<file path="config.mk">
export PLATFORM = sky130hd
export DESIGN_NAME = ram8_n2t
export DESIGN_NICKNAME = d
export VERILOG_FILES = /design/src/rtl/ram8_n2t.sv
export SDC_FILE = /design/constraint.sdc
export NUM_CORES = 1
export LEC_CHECK = 0
export ABC_AREA = 1
export ABC_CLOCK_PERIOD_IN_PS = 1200
export CAP_MARGIN = 10
export CORE_MARGIN = 2
export CORE_UTILIZATION = 40
export DETAILED_ROUTE_END_ITERATION = 8
export HOLD_SLACK_MARGIN = 0.03
export PLACE_DENSITY_LB_ADDON = 0.3
export SYNTH_ARGS = -nofsm -noshare
export SYNTH_HDL_FRONTEND = slang
export SYNTH_SLANG_ARGS = --single-unit
</file>
<file path="constraint.sdc">
create_clock -name clk -period 1.2 [get_ports clk]
set_clock_uncertainty 0.1 [all_clocks]
set_input_delay 0.12 -clock clk [delete_from_list [all_inputs] [get_ports clk]]
set_output_delay 0.12 -clock clk [all_outputs]
set_load 0.01 [all_outputs]
</file>
<file path="src/rtl/ram8_n2t.sv">
// ram8_n2t - eight-word Hack-style RAM (nand2tetris RAM8).
//
// Clocked write, combinational read. The write enable is steered to a single
// word by a dmux8way of load; the read path is a mux8way tree selected by
// address. There is no write-through: during a write cycle out still shows
// the old contents and the new value appears just after the rising edge.
//
// Ports:
//   clk      - clock, all state changes on the rising edge
//   reset    - synchronous active-high reset, clears all eight words
//   in       - write data (WIDTH bits)
//   load     - write enable for word[address]
//   address  - word select for both read and write (ADDR_W bits)
//   out      - contents of word[address] (WIDTH bits)
module ram8_n2t #(
    parameter int WIDTH  = 16,
    parameter int DEPTH  = 8,
    parameter int ADDR_W = 3
) (
    input  logic              clk,
    input  logic              reset,
    input  logic [WIDTH-1:0]  in,
    input  logic              load,
    input  logic [ADDR_W-1:0] address,
    output logic [WIDTH-1:0]  out
);

    // Elaboration-time guards on the parameter set; the decode and mux tree
    // below are hand-built for exactly eight words.
    generate
        if (WIDTH < 1 || WIDTH > 32) begin : g_bad_width
            $error("ram8_n2t: WIDTH must be in 1..32");
        end
        if (DEPTH != 8) begin : g_bad_depth
            $error("ram8_n2t: DEPTH is fixed at 8");
        end
        if (ADDR_W != $clog2(DEPTH)) begin : g_bad_addr_w
            $error("ram8_n2t: ADDR_W must equal log2(DEPTH)");
        end
    endgenerate

    logic [WIDTH-1:0] word_q [8];
    logic [WIDTH-1:0] word_d [8];
    logic [7:0]       sel_load;

    // Read-path intermediate levels of the mux8way tree.
    logic [WIDTH-1:0] mux_l1 [4];
    logic [WIDTH-1:0] mux_l2 [2];

    // dmux8way of load: exactly one word sees the enable when load is high.
    always_comb begin
        sel_load = '0;
        for (int i = 0; i < 8; i++) begin
            sel_load[i] = load & (address == ADDR_W'(i));
        end
    end

    // Next-state for each word: take in when selected, otherwise hold.
    always_comb begin
        for (int i = 0; i < 8; i++) begin
            word_d[i] = sel_load[i] ? in : word_q[i];
        end
    end

    // Reset wins over any write presented on the same edge.
    always_ff @(posedge clk) begin
        if (reset) begin
            for (int i = 0; i < 8; i++) begin
                word_q[i] <= '0;
            end
        end else begin
            for (int i = 0; i < 8; i++) begin
                word_q[i] <= word_d[i];
            end
        end
    end

    // mux8way read: address[0] picks within pairs, address[1] within
    // quads, address[2] between halves. Depends only on stored state.
    always_comb begin
        for (int j = 0; j < 4; j++) begin
            mux_l1[j] = address[0] ? word_q[2*j+1] : word_q[2*j];
        end
        for (int k = 0; k < 2; k++) begin
            mux_l2[k] = address[1] ? mux_l1[2*k+1] : mux_l1[2*k];
        end
        out = address[2] ? mux_l2[1] : mux_l2[0];
    end

endmodule
</file>
After elaboration in Yosys (flattened, before gate mapping)

Memory sizes are Yosys's and may differ from the RTL's.
Cells that the tools add are included.

Register bits after elaboration: 0
Bits in writable memories: 128
Input port bits: 22
Output and inout port bits: 16
Logic and storage cells: 51
Memories: 1

Memory list:

| memory | words | bits a word | read ports | clocked after Yosys merged registers in | write ports | line | text |
|---|---|---|---|---|---|---|---|
| word_q | 8     | 16          | 8          | 0                                       | 8           | 42   | `logic [WIDTH-1:0] word_q [8];` |

Equal/unequal tests: 7
Muxes and demuxes: 26
Bitwise logic cells: 16
Reduce and logical (&&, ||, !) cells: 1

Operators by type and width:

| cell               | number |
|---|---|
| $mux 16            | 23 |
| $eq 3x3->1 const B | 4 |
| $and 1x1->1        | 8 |
| $or 1x1->1         | 8 |
| $eq 3x2->1 const B | 2 |
| $eq 3x1->1 const B | 1 |
| $logic_not 3->1    | 1 |
| $mux 1             | 3 |

Longest topological paths before layout

Depth in word-level cells: 4
Mapped depth: 9
Depth with buffers taken out: 7

Worst setup path after synthesis

OpenSTA, ideal clock, no wires.

Path kind: input port to output port
Start: input port address[1]
End: output port out[14]
Data arrival time: 0.907 ns
Required time: 0.980 ns
Setup slack: 0.073 ns
Cell stages on the path: 7
Buffers on the path: 2
Cell sequence: buf_4 > inv_2 > clkbuf_1 > nand2_1 > nand2_1 > nand2_1 > nand2_1

Longest elaborated chain between the ends: 2
Elaborated cells between the ends (all ways): 3
Those cells by class: 3 x mux

Ends and longest elaborated chain:

| item               | line | text |
|---|---|---|
| start: declaration | 24   | `input logic [ADDR_W-1:0] address,` |
| $mux 16            | 85   | `mux_l2[k] = address[1] ? mux_l1[2*k+1] : mux_l1[2*k];` |
| $mux 16 *          | 87   | `out = address[2] ? mux_l2[1] : mux_l2[0];` |
| end: declaration   | 25   | `output logic [WIDTH-1:0] out` |

Every way passes the cells marked *; elsewhere a longest branch is shown, timed or not.

==> summary.md <==
| Metric | Value |
|---|---|
| RSZ-0062 raised after global routing | yes |
| Global route overflow | 0 |
| Die H | approximately 120 um |
| Clock network fraction of total power | 0.515 |
| Final setup fails | 18 |
| Leakage | approximately 0.0036 uW |
| Post-synth top area cell | dfxtp_1 |
| First-pass GRT wire length | 29400 um |
| FF-to-FF Start | word_q[0][113] |
| Width of the chip | 125 um |
| Worst setup SP type | register |
| Number of antenna diodes | 0 |
| Initial antenna violation count | 0 |
| R2R Setup Slk | 0.37 ns |
| R2r worst-path depth | 3 |
| Final hold vios | 0 |
| Maximum vdd drop | 0.00104 V |
| Final core utilization | 0.539 |
| Initial Util | 0.406 |
| Wirelength per Cell | around 16 um |
| Vias/cell | approximately 5.0 |
| RePlAce Congestion | 0.858 |
| Hold_buf cts | 0 |
| Max reg flops | 128 |
| Top delay family on crit path | simple AND/OR/NAND/NOR gates |
| Vias post-DR | ~6.0k |
| CTS max path bufs | 2 |
| Sequential share of the synthesized area | 0.438 |
| Final period utilization | 1.23 |
| Crit path to | out[6] |
| Buffers & Inverters on Critical Path | 1 |
| Design Area, Final | about 7800 sq um |
| Cell Area, Placed | 6870 sq um |
| Root Buffer | clkbuf_16 |
| Final Max Tran Viols | 0 |
| Crit Path Category | reg2out |
| Nets | 1027 |
| Commonest non-fill, non-tap cell in the layout | nand2_1 |
| DRC viols | 0 |
| Crit path from | word_q[0][86] |
| WP data required | 0.98 ns |
| Crit-path max cell delay | 0.35 ns |
| RR Endpoint | word_q[0][113] |
| DR iter-0 viols | between 500 and 600 |
| Drt pass-1 iters | 5 |
| Worst skew pair latency | 0.42 ns |
| Crit path setup slack, layout | -0.276 ns |
| Cell mode on critical path | nand2_1 |
| Area contributors post-synth | dfxtp_1, nand2_1, nor2_1 |
| Failing checks | setup timing |
| TritonCTS buffer count | 17 |
| PD cells | 1500 nW/um^2 |
| Core Footprint | 14400 sq um |
| Syn nets | 953 |
| Layout cells sized above 1 | 0.247 |
| Switching Share | 0.229 |
| H-tree depth | 4 |
| Synth Area per Inst | 6.28 sq um |
| Most frequent cells in the layout | nand2_1, nor2_1, o21ai_0 |
| Achievable Freq | 677 MHz |
| Biggest regs | word_q (128) |
| Worst path depth | 7 |
| CTS tree | yes |
| Least-Margin Pin Slew | 0.334 ns |
| Clk sink count | 128 |
| Status | finished, violations left |
| Row cnt | 44 |
| Crit end category | output pin |
| Internal power | roughly 9000 uW |
| Max-Cap Viols | 0 |
| Minimum clock period | 1.48 ns |
| Area share of the largest cell type after synthesis | 0.438 |
| Crit Path Max Fanout | 2 |
| Pre-CTS WS | -0.741 ns |
| IO Pins | 38 |
| Rel. slew slack | 0.777 |
| Flop pwr share | 0.386 |
| ANT nets after route | 0 |
| Layout Area Growth over Synthesis | 32.8% |
| Hold Slack | 0.289 ns |
| CP Cell Sequence | nand2_2, nand2_1, nand2_1, nand2_1, nand2_1, nand2_1, buf_2 |
| Sw power | 2670 uW |
| Post-synthesis register bit count | 128 |
| Post-DP HPWL | 11600 um |
| Post-Syn Instances | 931 |
| Number of global-route vias before repair | ~5.6k |
| Number of port buffers | 37 |
| Crit path DAT | 1.26 ns |
| Total Wirelength | approximately 19000 um |
| Largest net degree at the start of global routing | between 60 and 70 |
| Critical Path Slowest Stage Cell | dfxtp_2 |
| Finished Layout Cells | 1202 |
| Clk slew on worst S/H paths | 0.06 ns |
| Global-route usage over all layers | 0.239 |
| Die area | 15600 sq um |
| Dpl cells | roughly 1.2k |
| Share of power burned in combinational logic | 0.100 |
| Top reg by flops | word_q |
| YS warnings | 0 |
| Post-Syn Area | roughly 5900 sq um |
| Worst hold path type | in2reg |
| Yosys cell types | 15 |
[how the worst min path moves through the flow]
| stage | slack [ns] | cells after the start | start | endpoint |
|---|---|---|---|---|
| final | 0.29 | 6 | address[2] | word_q[0][37] |
| after CTS | 0.34 | 4 | in[7] | word_q[0][119] |
| after floorplan | 0.15 | 2 | in[0] | word_q[0][112] |
| after detailed placement | 0.37 | 2 | word_q[0][87] | word_q[0][87] |
| after global placement | 0.36 | 2 | word_q[0][28] | word_q[0][28] |
| after global routing | 0.31 | 6 | address[2] | word_q[0][37] |
[layer usage]
metal	share of wire	wire [um]	global-route usage
met5	0	0	0
met2	0.46	8640	0.379
met3	0.066	1230	0.0513
met1	0.45	8320	0.320
met4	0.025	459	0.0935
[what timing repair did]
action	in CTS	in global routing
endpoints found under the setup margin	144	116
cloned	1	2
gates resized for setup	142	51
pin swaps	32	30
setup buffers	0	3
[power by group through the flow]
stage / combinational (uW) / sequential [uW] / clock [uW]
global route: 1280 / 4510 / 6270
global placement: 1100 / 4560 / 0
CTS: 1110 / 4480 / 6060
finish: 1160 / 4490 / 5990
detailed placement: 1100 / 4560 / 0
floorplan: 605 / 4550 / 0
[final cells by class]
cell class / instances / area, sq um
multi-input combinational: 734 / 3030
sequential: 128 / 2670
fill: 1412 / 6650
inverter: 15 / 61.3
clock buffer: 20 / 437
timing repair buffer: 109 / 1100
tap: 184 / 230
clock inverter: 12 / 238
[per-stage QoR]
step | setup TNS (ns) | total power (uW)
after floorplan | 0 | 5150
after global placement | -82.89 | 5660
after detailed placement | -85.01 | 5660
after CTS | -4.36 | 11700
after global routing | -6.28 | 12100
final | -3.95 | 11600
[cells in the mapped netlist]
library cell,count
buf_6,1
nor2_1,257
inv_2,10
buf_4,13
nand2_1,336
o21ai_1,13
nor2_4,2
nand2_2,9
o21ai_0,115
inv_1,5
buf_1,4
clkbuf_1,24
dfxtp_1,128
buf_2,12
nor2_2,2
[kinds of logic (layout without fill, tap and decap cells)]
group,Yosys count,count (layout),share of synthesized area
and+or+nand+nor,606,606,0.396
buffers and inverters,69,156,0.0565
DFF,128,128,0.438
AOI/OAI and AO/OA,128,128,0.109
[worst register-to-register path, cell delays in order (launching register included)]
cell and delay [ns]:
dfxtp_2 0.31, buf_4 0.12, o21ai_0 0.14, nor2_1 0.05
No activity file was read; power rests on OpenSTA's default activity.
